`src/rtl/approx_rc_serial_ctrl.sv`:
```
// Bit-serial approximate ripple-carry adder: one shared adder cell, one bit position per clock.
// Define APPROX_RC_ERR_EN to add a parallel exact chain that reports err_abs / err_max.
module approx_rc_serial_ctrl #(
    parameter int WIDTH       = 8,
    parameter int APPROX_BITS = 7
) (
    input  logic             clk,
    input  logic             rst,
    input  logic             start,
    input  logic             exact_mode,
    input  logic [WIDTH-1:0] in1,
    input  logic [WIDTH-1:0] in2,
    output logic             ready,
    output logic             done,
    output logic [WIDTH:0]   out,
    output logic [WIDTH:0]   err_abs,
    output logic [WIDTH:0]   err_max
);

    localparam int IDX_W = (WIDTH > 1) ? $clog2(WIDTH) : 1;
    localparam logic [IDX_W-1:0] LAST_IDX = IDX_W'(WIDTH - 1);

    typedef enum logic [1:0] {IDLE, RUN, DONE} state_t;

    state_t             state_q, state_d;
    logic [WIDTH-1:0]   a_q, a_d, b_q, b_d;
    logic [WIDTH-1:0]   sum_q, sum_d;
    logic [WIDTH:0]     out_q, out_d;
    logic [IDX_W-1:0]   idx_q, idx_d;
    logic               em_q, em_d;
    logic               carry_q, carry_d;

    logic [WIDTH-1:0]   approx_mask;
    logic               use_approx, s_bit, c_bit, last_bit;
    logic [WIDTH:0]     final_sum;

    genvar gi;
    generate
        for (gi = 0; gi < WIDTH; gi++) begin : g_mask
            assign approx_mask[gi] = (gi < APPROX_BITS);
        end
    endgenerate

    // Operands are shifted right each RUN cycle, so bit 0 is always the current position.
    assign use_approx = approx_mask[idx_q] & ~em_q;
    assign s_bit      = use_approx ? (b_q[0] & carry_q) : (a_q[0] ^ b_q[0] ^ carry_q);
    assign c_bit      = use_approx ? ~carry_q
                                   : ((a_q[0] & b_q[0]) | (a_q[0] & carry_q) | (b_q[0] & carry_q));
    assign last_bit   = (state_q == RUN) && (idx_q == LAST_IDX);
    assign final_sum  = {c_bit, s_bit, sum_q[WIDTH-1:1]};

    always_ff @(posedge clk) begin
        if (rst) begin
            state_q <= IDLE;
            a_q     <= '0;
            b_q     <= '0;
            sum_q   <= '0;
            out_q   <= '0;
            idx_q   <= '0;
            em_q    <= 1'b0;
            carry_q <= 1'b0;
        end else begin
            state_q <= state_d;
            a_q     <= a_d;
            b_q     <= b_d;
            sum_q   <= sum_d;
            out_q   <= out_d;
            idx_q   <= idx_d;
            em_q    <= em_d;
            carry_q <= carry_d;
        end
    end

    always_comb begin
        state_d = state_q;
        a_d     = a_q;
        b_d     = b_q;
        sum_d   = sum_q;
        out_d   = out_q;
        idx_d   = idx_q;
        em_d    = em_q;
        carry_d = carry_q;
        case (state_q)
            IDLE: begin
                if (start) begin
                    a_d     = in1;
                    b_d     = in2;
                    em_d    = exact_mode;
                    carry_d = 1'b0;
                    idx_d   = '0;
                    state_d = RUN;
                end
            end
            RUN: begin
                a_d     = a_q >> 1;
                b_d     = b_q >> 1;
                carry_d = c_bit;
                sum_d   = {s_bit, sum_q[WIDTH-1:1]};
                idx_d   = idx_q + 1'b1;
                if (last_bit) begin
                    out_d   = final_sum;
                    idx_d   = '0;
                    state_d = DONE;
                end
            end
            DONE:    state_d = IDLE;
            default: state_d = IDLE;
        endcase
    end

    assign ready = (state_q == IDLE);
    assign done  = (state_q == DONE);
    assign out   = out_q;

`ifdef APPROX_RC_ERR_EN
    logic             ec_q, ec_d;
    logic [WIDTH-1:0] es_q, es_d;
    logic [WIDTH:0]   err_abs_q, err_abs_d, err_max_q, err_max_d;
    logic             xs_bit, xc_bit;
    logic [WIDTH:0]   exact_sum, diff;

    // Reference chain sees the same operand bits but always uses the exact cell.
    assign xs_bit    = a_q[0] ^ b_q[0] ^ ec_q;
    assign xc_bit    = (a_q[0] & b_q[0]) | (a_q[0] & ec_q) | (b_q[0] & ec_q);
    assign exact_sum = {xc_bit, xs_bit, es_q[WIDTH-1:1]};
    assign diff      = (exact_sum >= final_sum) ? (exact_sum - final_sum) : (final_sum - exact_sum);

    always_ff @(posedge clk) begin
        if (rst) begin
            ec_q      <= 1'b0;
            es_q      <= '0;
            err_abs_q <= '0;
            err_max_q <= '0;
        end else begin
            ec_q      <= ec_d;
            es_q      <= es_d;
            err_abs_q <= err_abs_d;
            err_max_q <= err_max_d;
        end
    end

    always_comb begin
        ec_d      = ec_q;
        es_d      = es_q;
        err_abs_d = err_abs_q;
        err_max_d = err_max_q;
        if (state_q == IDLE && start) begin
            ec_d = 1'b0;
        end else if (state_q == RUN) begin
            ec_d = xc_bit;
            es_d = {xs_bit, es_q[WIDTH-1:1]};
            if (last_bit) begin
                err_abs_d = diff;
                err_max_d = (diff > err_max_q) ? diff : err_max_q;
            end
        end
    end

    assign err_abs = err_abs_q;
    assign err_max = err_max_q;
`else
    assign err_abs = '0;
    assign err_max = '0;
`endif

endmodule

```
`config.mk`:
```
export PLATFORM = sky130hd
export DESIGN_NAME = approx_rc_serial_ctrl
export DESIGN_NICKNAME = d
export VERILOG_FILES = /design/src/rtl/approx_rc_serial_ctrl.sv
export SDC_FILE = /design/constraint.sdc
export NUM_CORES = 1
export LEC_CHECK = 0
export CAP_MARGIN = 0
export CELL_PAD_IN_SITES_DETAIL_PLACEMENT = 1
export CELL_PAD_IN_SITES_GLOBAL_PLACEMENT = 1
export CORE_ASPECT_RATIO = 1.1
export CORE_UTILIZATION = 38
export CTS_CLUSTER_SIZE = 16
export DETAILED_ROUTE_END_ITERATION = 7
export PLACE_DENSITY_LB_ADDON = 0.1
export SYNTH_ARGS = -nofsm -noshare
export SYNTH_HDL_FRONTEND = slang
export SYNTH_SLANG_ARGS = --single-unit
```
`constraint.sdc`:
```
create_clock -name clk -period 4.45 [get_ports clk]
set_clock_uncertainty 0.15 [all_clocks]
set_input_delay 0.6675 -clock clk [delete_from_list [all_inputs] [get_ports clk]]
set_output_delay 0.6675 -clock clk [all_outputs]
set_load 0.005 [all_outputs]
```
Word-level counts from Yosys, hierarchy flattened
Memories as Yosys holds them, arrays and structs flattened. A register that Yosys moved wholly into a read port is not among the register bits. Index checks and enable logic that the tools add are counted.

Register bits after elaboration: 40. Bits in read-only memories: 8. Input port bits: 20. Memories: 1.

Memory list: (name not given) (depth 8, width 1, read ports 1, clocked after memory_dff 1, wr ports 0, line 45) `assign use_approx = approx_mask[idx_q] & ~em_q;`.

Add/sub/neg operators: 1. Order comparisons: 1. Equal/unequal tests: 5. Muxes and demuxes: 17. Bitwise gates (word level): 10. Reductions and logical operators: 7.

Operator list (number): 8-bit case mux with 2 select lines (2); 8-bit two-way mux (2); 3-bit two-way mux (4); 2-bit AND reduction (4); 3-bit case mux with 2 select lines (1); 1-bit AND (4); 3-bit by 4-bit less-than comparator with 1-bit output, second input constant (1); 1-bit two-way mux (4); 2-bit two-way mux (2); 2-bit != test, second input constant (2); 2-bit case mux with 2 select lines (1); 3-bit by 1-bit adder with 3-bit output, second input constant (1); 3-bit equality test, second input constant (1); 2-bit by 1-bit equality test with 1-bit output, second input constant (1); 2-bit equality test, second input constant (1); 2-bit zero test (1); 1-bit NOT (2); 1-bit OR (2); 1-bit case mux with 2 select lines (1); 2-bit nonzero test (1); 1-bit bitwise XOR (2); 1-bit logical AND (1).

Logic depth before layout (Yosys ltp)
Gate-level depths: netlist (run 1).

Depth in word-level cells: 6. Depth in mapped cells: 6. Mapped depth without buffers: 6.

Worst setup path before layout (run 1)
OpenSTA, ideal clock, no wires.

Path type: register -> output. From: reg state_q[1]. To: out done. Arrival time: 0.773 ns. Data required time: 3.632 ns. Setup slack: 2.859 ns. Cell stages (with the launch flop): 4. Buffers on the path: 2. Path through: dfxtp_1 buf_6 buf_2 nor2b_1.

Word-level cells in the longest chain between the ends: 1.

Ends and longest elaborated chain: from (decl) (line 25) `state_t state_q, state_d;`; from (signal assigned) (line 63) `state_q <= state_d;`; 2-bit equality test (line 112) `assign done = (state_q == DONE);`; to (decl) (line 14) `output logic done,`.

Every way passes these cells.

Worst setup path after layout (run 1)
From: reg state_q[0]. To: out ready.

Word-level cells in the longest chain between the ends: 1.

Ends and longest elaborated chain: 2-bit zero test (line 111) `assign ready = (state_q == IDLE);`; to (decl) (line 13) `output logic ready,`.

Every way passes these cells.

==> results.yml, run 1 <==
power_and_ir_drop:
  p_clk_share_pct: 37.9
  power_mw: 0.773
  peakVddDrop_mv: 0.112
  p_int_mw: 0.585
  swShare_pct: 24.3
  p_per_area_mw_per_mm2: 345
  power_frac_seq_pct: 50.3
  p_leak_nw: 0.877
  netSwitchingPower_mw: 0.188
  comb_power_share_pct: 11.8
sta:
  relSlewSlack_pct: 44.0
  setup_viol: 0
  timing.final.crit_period_ps: 2590
  finalCritPeriodShare_pct: 58.1
  tightest_slew_ps: 839
  slew_violations: 0
  hold_viol: 0
  max_freq_mhz: 387
  rsz0062_at_grt: "false"
  fin_setup_tns_ps: 0
clocking:
  clockBufferDepth: 2
  clock_latency_ps: 290
  cts_hold_buf: 0
  cts_tree: "built"
  path_clk_slew_ps: 80
  htreeDepth: 2
  cts-root-buf: "clkbuf_8"
  ctsResizeCount: 0
  cts_num_sinks: 40
  post-cts-setup-buffers: 0
  cts_buffers: 5
synthesis:
  synth_top_family_by_area: "simple AND/OR/NAND/NOR gates"
  yosys.area_share.simple_pct: 24.0
  syn_inst: 238
  seq_area_frac_synth_pct: 41.8
  netlist.top_cell.by_area: "dfxtp_1"
  synth_xor_area_share_pct: 0
  async_flop_share_pct: 0
  synth_mux_area_share_pct: 0
  synth_flop_cell: "dfxtp_1"
  synthAdderAreaFrac_pct: 2.35
  synth_cell_types: 33
  syn_area_mm2: 0.00192
  synth.ff_latch_count: 40
  synth_edf_count: 0
  synth_compound_area_share_pct: 19.0
  synth_top_area_share_pct: 41.8
  yosys_warnings: 0
  synth.avg_cell_area_um2: 8.05
  synth_top_cells_by_area: "dfxtp_1 42%, buf_4 8.6%, nor2_1 8.4%, a21oi_1 7.3%, nand2_1 5.9%"
setup_path:
  path_class: "reg2out"
  end_kind: "primary output"
  worstSetupStartpointType: "flip-flop"
  critPathArrivalTime_ps: 1770
  cp.required_ps: 3630
  rrSetupSlack_ps: 2110
  crit_path_max_fanout: 22
finish:
  fillCellCount: 606
  area_growth_pct: 17.0
  n_antenna_cell: 0
  layout.area.seq_um2: 801
  post-route-util_pct: 47.2
  multi_input_area_um2: 937
  stdcell_count: 319
  layout.nets: 285
  drive_gt1_share_pct: 7.98
floorplan:
  die_area_mm2: 0.00533
  std_cell_rows: 26
  initial_utilization_pct: 40.3
  io_pins: 49
  core_area_mm2: 0.00475
  die_x_um: 69.7
  die_y_um: 76.5
routing:
  wl_per_cell_um: 12.8
  finalWirelength_um: 4100
  vias: 1599
  drt_iter0_markers: 96
  final_antenna_net_count: 0
  routed_via_density: 5.01
  drc: 0
  dr.pass1.iters: 4
grt:
  grt_max_degree: 40
  overflow: 0
  grt_antenna_before_repair: 0
  grt_pass1_wl_um: 7090
  grt_pass1_vias: 1568
  grt_usage_pct: 16.4
placement:
  dp.cells: 311
  dp_hpwl_um: 2760
  gp_congestion: 0.747
  port_buffers: 30
run:
  max-cap-violations: 0
hold_path:
  hold_class: "reg2reg"
run_status:
  status: "finished, final reports clean"
-- final cells by class --
cell class	count	share of cell area (%)
multi-input combinational	178	41.8
clock inverter	2	1.56
sequential	40	35.7
clock buffer	6	3.24
inverter	6	1.01
tap	56	3.13
timing repair buffer	31	13.5
-- sequential cells by signal, indices dropped and copies added, names as in the netlist, named ones only --
name and cells:
a_q 8, em_q 1, sum_q 7, carry_q 1, state_q 2, out 9
idx_q 3, b_q 8
-- cells in the mapped netlist, types with 2 or more instances --
| master | number |
|---|---|
| buf_4 | 22 |
| inv_1 | 5 |
| o21ai_0 | 3 |
| nand2b_1 | 4 |
| a21oi_1 | 28 |
| o221a_2 | 3 |
| a2111oi_2 | 2 |
| a2bb2oi_1 | 7 |
| o22ai_1 | 4 |
| ha_1 | 2 |
| nor3_1 | 10 |
| nor2b_1 | 9 |
| buf_6 | 2 |
| dfxtp_1 | 40 |
| buf_2 | 4 |
| clkbuf_1 | 3 |
| a211oi_1 | 3 |
| nand2_1 | 30 |
| nor2_1 | 43 |
-- stage by stage --
step	cell area, µm²	setup slack, ps	hold WS [ps]
2_1_floorplan	1980	2860	282
3_3_place_gp	2130	1890	291
3_5_place_dp	2130	1910	299
4_1_cts	2240	1850	310
5_1_grt	2240	1730	332
6_report	2240	1860	306
-- power groups by stage --
stage	Combinational (mW)	Sequential [mW]	Clock [mW]
floorplan	0.0798	0.390	0
global placement	0.0899	0.397	0
detailed placement	0.0917	0.397	0
CTS	0.0922	0.389	0.301
global route	0.105	0.391	0.313
finish	0.0909	0.389	0.293
-- metal layers --
| layer | wire length [µm] | track usage (%) | vias up |
|---|---|---|---|
| met4 | 51 | 4.80 | 0 |
| met2 | 1920 | 28.3 | 33 |
| met3 | 144 | 3.97 | 5 |
| met1 | 1980 | 20.3 | 755 |
| li1 | - | - | 806 |
| met5 | 0 | 0 | - |
-- worst max-delay path, stage by stage, from the launching register on --
cell             delay (ps)
dfxtp_1                 870
nor2_1                  120
clkdlybuf4s50_1         480
-- cells in the final DEF, fill, tap and decap left out, drive strengths merged --
cell type | netlist | routed
nor3 | 10 | 10
nand2 | 31 | 31
inv | 6 | 6
nand3 | 1 | 1
buf | 28 | 2
a2111oi | 2 | 2
ha | 2 | 2
fa | 1 | 1
a22oi | 1 | 1
nor2b | 10 | 10
bufinv | 0 | 1
dfxtp | 40 | 40
conb | 1 | 18
o221a | 3 | 3
o22ai | 4 | 4
clkdlybuf4s50 | 0 | 29
a211oi | 3 | 3
nand2b | 4 | 4
and2 | 1 | 1
or3 | 1 | 1
a2bb2oi | 7 | 7
a32oi | 1 | 1
o21bai | 1 | 1
clkinv | 0 | 1
nor2 | 45 | 45
a21oi | 29 | 29
clkbuf | 3 | 6
o21ai | 3 | 3
-- logic make-up after synthesis --
logic type,count (synthesis)
flops,40
fa+ha+maj,3
simple gates,103
buf+inv,37
other cells,1
compound gates,54
-- worst paths after layout --
check / to / from / cells past startpoint
setup / recovery: ready / state_q[0] / 2
hold / removal: out[1] / out[1] / 2
setup reg to reg: out[7] / state_q[0] / 4
hold reg to reg: out[1] / out[1] / 2
Power figures use the tool's default switching activity.
==> run 2: changes to the inputs <==
--- a/config.mk
+++ b/config.mk
@@ -9,7 +9,7 @@
 export CELL_PAD_IN_SITES_DETAIL_PLACEMENT = 1
 export CELL_PAD_IN_SITES_GLOBAL_PLACEMENT = 1
 export CORE_ASPECT_RATIO = 1.1
-export CORE_UTILIZATION = 38
+export CORE_UTILIZATION = 35
 export CTS_CLUSTER_SIZE = 16
 export DETAILED_ROUTE_END_ITERATION = 7
 export PLACE_DENSITY_LB_ADDON = 0.1
==> constraint.sdc (replaced) <==
create_clock -name clk -period 2.7 [get_ports clk]
set_clock_uncertainty 0.15 [all_clocks]
set_input_delay 0.405 -clock clk [delete_from_list [all_inputs] [get_ports clk]]
set_output_delay 0.405 -clock clk [all_outputs]
set_load 0.005 [all_outputs]
==> run 2 against run 1 <==
Net effect:
- combinational power grew 86%
- hold slack is essentially flat
- critical path type unchanged
- global-route usage grew 1.4 points
- largest cell class unchanged
- highest routed layer unchanged
- total power grew 79%
==> results.yml, run 2 (synthesized netlist as in run 1, its figures left out) <==
clocking:
  clockBufferDepth: 2
  cts_hold_buf: 0
  cts_num_sinks: 40
  cts_buffers: 5
  cts-root-buf: "clkbuf_8"
  cts_tree: "built"
  htreeDepth: 2
  ctsResizeCount: 0
  path_clk_slew_ps: 80
  clock_latency_ps: 290
  post-cts-setup-buffers: 0
placement:
  dp_hpwl_um: 3180
  dpl_cell_area_mm2: 0.00222
  dp.cells: 333
  port_buffers: 30
  gp_congestion: 0.733
floorplan:
  die_area_mm2: 0.00577
  core_area_mm2: 0.00513
  die_y_um: 79.6
  die_x_um: 72.5
  io_pins: 49
  initial_utilization_pct: 37.3
  std_cell_rows: 27
sta:
  timing.final.crit_period_ps: 2160
  slew_violations: 0
  finalCritPeriodShare_pct: 80.0
  rsz0062_at_grt: "false"
  tightest_slew_ps: 513
  hold_viol: 0
  max_freq_mhz: 463
  setup_viol: 0
  relSlewSlack_pct: 65.7
  fin_setup_tns_ps: 0
setup_path:
  worstSetupStartpointType: "flip-flop"
  cp.required_ps: 2140
  startpoint: "state_q[1]"
  end_kind: "primary output"
  reg2reg_from: "state_q[0]"
  r2r_cells: 4
  crit_path_max_fanout: 11
  cp_slowest_cell: "dfxtp_1"
  path_class: "reg2out"
  timing.rr.end: "out[8]"
  path_cells: "nor2b_1 > clkdlybuf4s50_1"
  cpPeakStageDelay_ps: 620
  critPathArrivalTime_ps: 1600
  rrSetupSlack_ps: 770
  endpoint: "done"
finish:
  final_common_cell: "nor2_1"
  layout_common_cells: "43 x nor2_1, 40 x dfxtp_1, 30 x nand2_1, 30 x clkdlybuf4s50_1, 28 x a21oi_1"
  largest_register_ffs: 9
  layout.area.seq_um2: 801
  area_growth_pct: 22.4
  stdcell_count: 340
  layout.nets: 291
  post-route-util_pct: 45.7
  multi_input_area_um2: 937
  n_antenna_cell: 0
  final_area_mm2: 0.00234
  drive_gt1_share_pct: 9.70
  fillCellCount: 649
grt:
  overflow: 0
  grt_max_degree: 23
  grt_pass1_wl_um: 7850
  grt_pass1_vias: 1613
  grt_antenna_before_repair: 0
  grt_usage_pct: 17.8
power_and_ir_drop:
  power_mw: 1.38
  peakVddDrop_mv: 0.228
  p_leak_nw: 0.920
  p_per_area_mw_per_mm2: 590
run_status:
  status: "finished, final reports clean"
routing:
  drt_iter0_markers: 66
  finalWirelength_um: 4550
  drc: 0
  routed_via_density: 4.67
  final_antenna_net_count: 0
  vias: 1589
  dr.pass1.iters: 4
  wl_per_cell_um: 13.4
run:
  max-cap-violations: 0
hold_path:
  hold_class: "reg2reg"
run 2: cell count changes in the layout (fill, tap and decap cells not counted), sizes merged:
cell           delta
clkinv            -1
clkdlybuf4s50     +1
buf               +5
clkbuf            -1
bufinv            +1
run 2: stage by stage:
stage          setup slack, ps  hold slack, ps
3_3_place_gp               647             292
4_1_cts                    512             309
2_1_floorplan             1190             282
6_report                   540             306
3_5_place_dp               639             297
5_1_grt                    476             324
run 2: worst min-delay path by stage:
| stage | end | slack [ps] | cells past startpoint | start |
|---|---|---|---|---|
| finish | out[0] | 310 | 2 | out[0] |
| detailed placement | out[3] | 300 | 2 | out[3] |
| floorplan | out[0] | 280 | 2 | sum_q[1] |
| CTS | out[3] | 310 | 2 | out[3] |
| global placement | out[0] | 290 | 2 | out[0] |
| global route | out[5] | 320 | 2 | out[5] |
run 2: power breakdown:
group | internal, mW | total (mW) | switching [mW]
registers | 0.616 | 0.638 | 0.0217
logic | 0.0821 | 0.169 | 0.0866
clock network | 0.364 | 0.577 | 0.213
run 2: layout make-up:
| type | count | share of cell area [%] |
|---|---|---|
| inverters | 6 | 0.961 |
| flip-flops and latches | 40 | 34.2 |
| well taps | 72 | 3.84 |
| multi-input cells | 178 | 40.0 |
| clock inverters | 2 | 2.56 |
| repair buffers | 37 | 15.6 |
| clock buffers | 5 | 2.93 |
run 2: routing by layer:
metal | global-route usage, % | part of all wire (%) | up-vias
met3 | 3.41 | 2.9 | 6
met2 | 29.7 | 47 | 32
met4 | 5.88 | 1.3 | 0
li1 | - | - | 815
met1 | 22.9 | 49 | 736
met5 | 0 | 0 | -
run 2: critical path: cells and delay by family (launching register included):
family	cells	cell delay [ps]
buf+inv	1	500
simple gates	1	190
flops	1	620
==> run 3: changes to the inputs <==
==> constraint.sdc (replaced) <==
create_clock -name clk -period 2 [get_ports clk]
set_clock_uncertainty 0.15 [all_clocks]
set_input_delay 0.3 -clock clk [delete_from_list [all_inputs] [get_ports clk]]
set_output_delay 0.3 -clock clk [all_outputs]
set_load 0.005 [all_outputs]
==> run 3 against run 2 <==
Net effect:
- critical path depth up 1
- hold slack about the same
- non-clock buffer count unchanged
- cell area up 0.37%
- count of clock-buffer cells in the layout unchanged
- sequential share of layout area down 0.074 points
- setup slack worse by 420 ps
- flip-flop and latch count unchanged
==> results.yml, run 3 (synthesized netlist as in run 1, its figures left out) <==
finish:
  area_growth_pct: 22.9
  layout.area.seq_um2: 802
  multi_input_area_um2: 937
  layout_common_cells: "43 x nor2_1, 39 x dfxtp_1, 30 x nand2_1, 30 x clkdlybuf4s50_1, 28 x a21oi_1"
  final_common_cell: "nor2_1"
  fillCellCount: 641
  drive_gt1_share_pct: 10.4
  largest_register_ffs: 9
  n_antenna_cell: 0
  layout.nets: 291
setup_path:
  end_kind: "primary output"
  path_cells: "buf_12 > nor2b_1 > clkdlybuf4s50_1"
  path_class: "reg2out"
  cpPeakStageDelay_ps: 500
  worstSetupStartpointType: "flip-flop"
  cp.required_ps: 1550
  cp_slowest_cell: "clkdlybuf4s50_1"
  crit_path_max_fanout: 20
  critPathArrivalTime_ps: 1430
sta:
  fin_setup_tns_ps: 0
  hold_viol: 0
  postLayoutSetupSlackWorst_ps: 118
  timing.final.crit_period_ps: 1880
  slew_violations: 0
  setup_viol: 0
  rsz0062_at_grt: "false"
  finalCritPeriodShare_pct: 94.1
  max_freq_mhz: 531
grt:
  grt_pass1_wl_um: 7490
  grt_use_met2_pct: 27.0
  grt_pass1_vias: 1588
  busiest_layer: "met2"
  overflow: 0
  grt_max_degree: 40
  grt_antenna_before_repair: 0
  gr-usage-met3_pct: 4.17
  met1_usage_pct: 21.8
  grt_usage_pct: 16.9
routing:
  drt_iter0_markers: 49
  dr.pass1.iters: 4
  routed_via_density: 4.65
  vias: 1585
  wl_per_cell_um: 12.5
  final_antenna_net_count: 0
  finalWirelength_um: 4270
  drc: 0
placement:
  dp_hpwl_um: 2950
  gp_congestion: 0.719
  pre_cts_ws_ps: 230
  port_buffers: 30
clocking:
  htreeDepth: 2
  cts-root-buf: "clkbuf_8"
  cts_hold_buf: 0
  clockBufferDepth: 2
  path_clk_slew_ps: 80
  ctsResizeCount: 0
  clock_latency_ps: 290
  cts_num_sinks: 40
  post-cts-setup-buffers: 0
  cts_buffers: 5
  cts_tree: "built"
floorplan:
  core_area_mm2: 0.00513
  io_pins: 49
  initial_utilization_pct: 37.3
  std_cell_rows: 27
  die_area_mm2: 0.00577
  die_x_um: 72.5
  die_y_um: 79.6
hold_path:
  hold_class: "reg2reg"
power_and_ir_drop:
  p_per_area_mw_per_mm2: 744
  p_leak_nw: 0.920
  peakVddDrop_mv: 0.365
run_status:
  status: "finished, final reports clean"
run:
  max-cap-violations: 0
[run 3: layer usage]
metal	up-vias	wire length [µm]
met1	729	2100
met3	4	141
met5	-	0
met2	35	1980
met4	0	54
li1	817	-
[run 3: final cells by class]
| type | instances | share of cell area [%] |
|---|---|---|
| Inverter | 6 | 0.957 |
| Clock buffer | 5 | 2.92 |
| Timing Repair Buffer | 37 | 16.6 |
| Multi-Input combinational cell | 178 | 39.8 |
| Tap cell | 72 | 3.83 |
| Sequential cell | 40 | 34.1 |
| Clock inverter | 3 | 1.81 |
[run 3: through the flow]
stage	utilization [%]	instance area, µm²	cells	total power, mW	hold slack, ps
CTS	45.8	2350	341	1.78	310
global route	45.8	2350	341	1.84	338
detailed placement	43.6	2240	333	1.11	298
floorplan	-	1980	255	1.05	282
global placement	43.6	2240	333	1.11	291
finish	45.8	2350	341	1.75	306
[run 3: critical path, delay by kind of cell, from the launching register on]
| kind | cells | cell delay (ps) |
|---|---|---|
| buf+inv | 2 | 670 |
| flops | 1 | 350 |
| simple gates | 1 | 110 |
[run 3: report_power, final]
group	switching (mW)	internal (mW)
sequential	0.0252	0.832
clock	0.292	0.369
combinational	0.116	0.116
[run 3: final timing paths]
check | to | cells after the start | slack, ps | startpoint
max | done | 3 | 120 | state_q[0]
min | out[0] | 2 | 310 | sum_q[1]
max reg2reg | out[7] | 6 | 280 | idx_q[0]
min reg2reg | out[0] | 2 | 310 | sum_q[1]
==> edit, RTL diff (settings of run 2) <==
Build with the macro `APPROX_RC_ERR_EN` defined.
--- a/src/rtl/approx_rc_serial_ctrl.sv
+++ b/src/rtl/approx_rc_serial_ctrl.sv
@@ -1,5 +1,7 @@
 // Bit-serial approximate ripple-carry adder: one shared adder cell, one bit position per clock.
 // Define APPROX_RC_ERR_EN to add a parallel exact chain that reports err_abs / err_max.
+`define APPROX_RC_ERR_EN
+
 module approx_rc_serial_ctrl #(
     parameter int WIDTH       = 8,
     parameter int APPROX_BITS = 7
Function: changed (a bounded check fails within 10 cycles, from zero or initial values and one cycle with rst high).
==> edit against run 2 <==
  * Power is 110% higher
  * Synthesized area up 85%
  * Sequential cell count is 26 higher
  * Cell count is 100% higher
  * Global-route usage grew 4.0 points
  * Setup slack lost 2.2 ns
  * Cell area increased by 120%
  * Via count grew 120%
  * Largest cell class unchanged
  * The flow now finishes with violations (design-rule violations, negative setup slack)
  * Largest power group unchanged
  * Highest routed layer unchanged
  * Core utilization grew 6.7 points
  * Worst hold slack better by 0.0061 ns
  * Critical path depth grew 16
  * Non-clock buffer count up 94
  * Wire length up 140%
==> edit: results <==
[status]
status = finished, violations left
violations = design-rule violations, negative setup slack

[sta]
setup_tns_ns = -17.64
setup_ws_ns = -1.65
worst_slew_pin_slew_ns = 0.754
setup_viol = 17

[synth]
synthXorXnorAreaFrac_pct = 0.987
synth_area_leaders = dfxtp_1 37%, ha_1 9.9%, nand2_1 9.0%
synth_common_cells = 85 x nand2_1, 66 x dfxtp_1, 42 x nor2_1
yosys.area_share.adder_pct = 12.1
seq_area_frac_synth_pct = 37.2
synth-compound-area-share_pct = 21.2

[drt]
vias_per_cell = 5.15
vias = 3528
wl_per_cell_um = 16.1
drtIter0Drc = 110
wl_met2_um = 5570
route.met3.wl_um = 291
m1WireLength_um = 4660
drc = 3
dr.pass1.iters = 6

[clock_tree]
clock_latency_ns = 0.36
cts_buffers = 9
htreeDepth = 3

[cells_and_area]
drive_gt1_share_pct = 25.7
nets = 612

[global_route]
grt_pass1_vias = 3681
use_met3_pct = 3.05
met2_usage_pct = 38.4
grt_usage_pct = 21.8

[placement]
dp_cells = 662
routabilityCongestion = 0.869
dpl_cell_area_mm2 = 0.00470

[critical_path]
cp.arrival_ns = 4.46
rr_startpoint = b_q[0]$_SDFFE_PP0P_

[pwr]
p_int_mw = 2.00
peakVddDrop_mv = 0.266
## edit: worst paths after layout
kind                             end  slack [ns]  cells after the start
max          err_max[8]$_SDFFE_PP0P_       -1.65                     18
min          err_abs[6]$_SDFFE_PP0P_        0.31                      2
max reg2reg  err_max[8]$_SDFFE_PP0P_       -1.65                     18
min reg2reg  err_abs[6]$_SDFFE_PP0P_        0.31                      2
## edit: what timing repair did
action / CTS / global route
pin swaps: 10 / 8
gates resized for setup: 19 / 23
setup endpoints to repair: 17 / 17
hold endpoints to repair: 0 / 0
setup buffers: 4 / 3
## edit: cell families (layout without fill, tap and decap cells)
group,Yosys count,in the layout
xor+xnor,4,4
compound gates,112,112
fa+ha+maj,32,32
mux,5,5
flops,66,66
buf+inv,67,187
simple gates,159,159
## edit: power by group through the flow
stage / registers, mW / clock network [mW] / logic, mW
after global routing: 1.03 / 1.00 / 1.04
after floorplan: 1.05 / 0 / 0.474
after global placement: 1.05 / 0 / 0.794
after CTS: 1.03 / 0.961 / 0.894
final: 1.03 / 0.938 / 0.957
after detailed placement: 1.05 / 0 / 0.813
## edit: critical path, stage by stage (launching register included)
cell      delay (ns)
dfxtp_4         0.36
fa_1            0.49
a21oi_2         0.22
ha_4            0.25
o21ai_2         0.15
nor2_1          0.08
or3_4           0.43
nor2_8          0.11
mux2i_1         0.24
xor2_1          0.22
inv_1           0.11
ha_4            0.23
a211oi_2        0.17
o21bai_1        0.08
a21o_1          0.17
a221oi_2        0.31
nor2_2          0.09
or3_4           0.33
o41ai_2         0.06
## edit: area by class of cell
cell class	count	area [um2]
clock inverters	7	91.3
fillers	1183	4690
repair buffers	131	1140
flip-flops and latches	66	1330
multi-input cells	312	2170
well taps	120	150
inverters	40	150
clock buffers	9	124
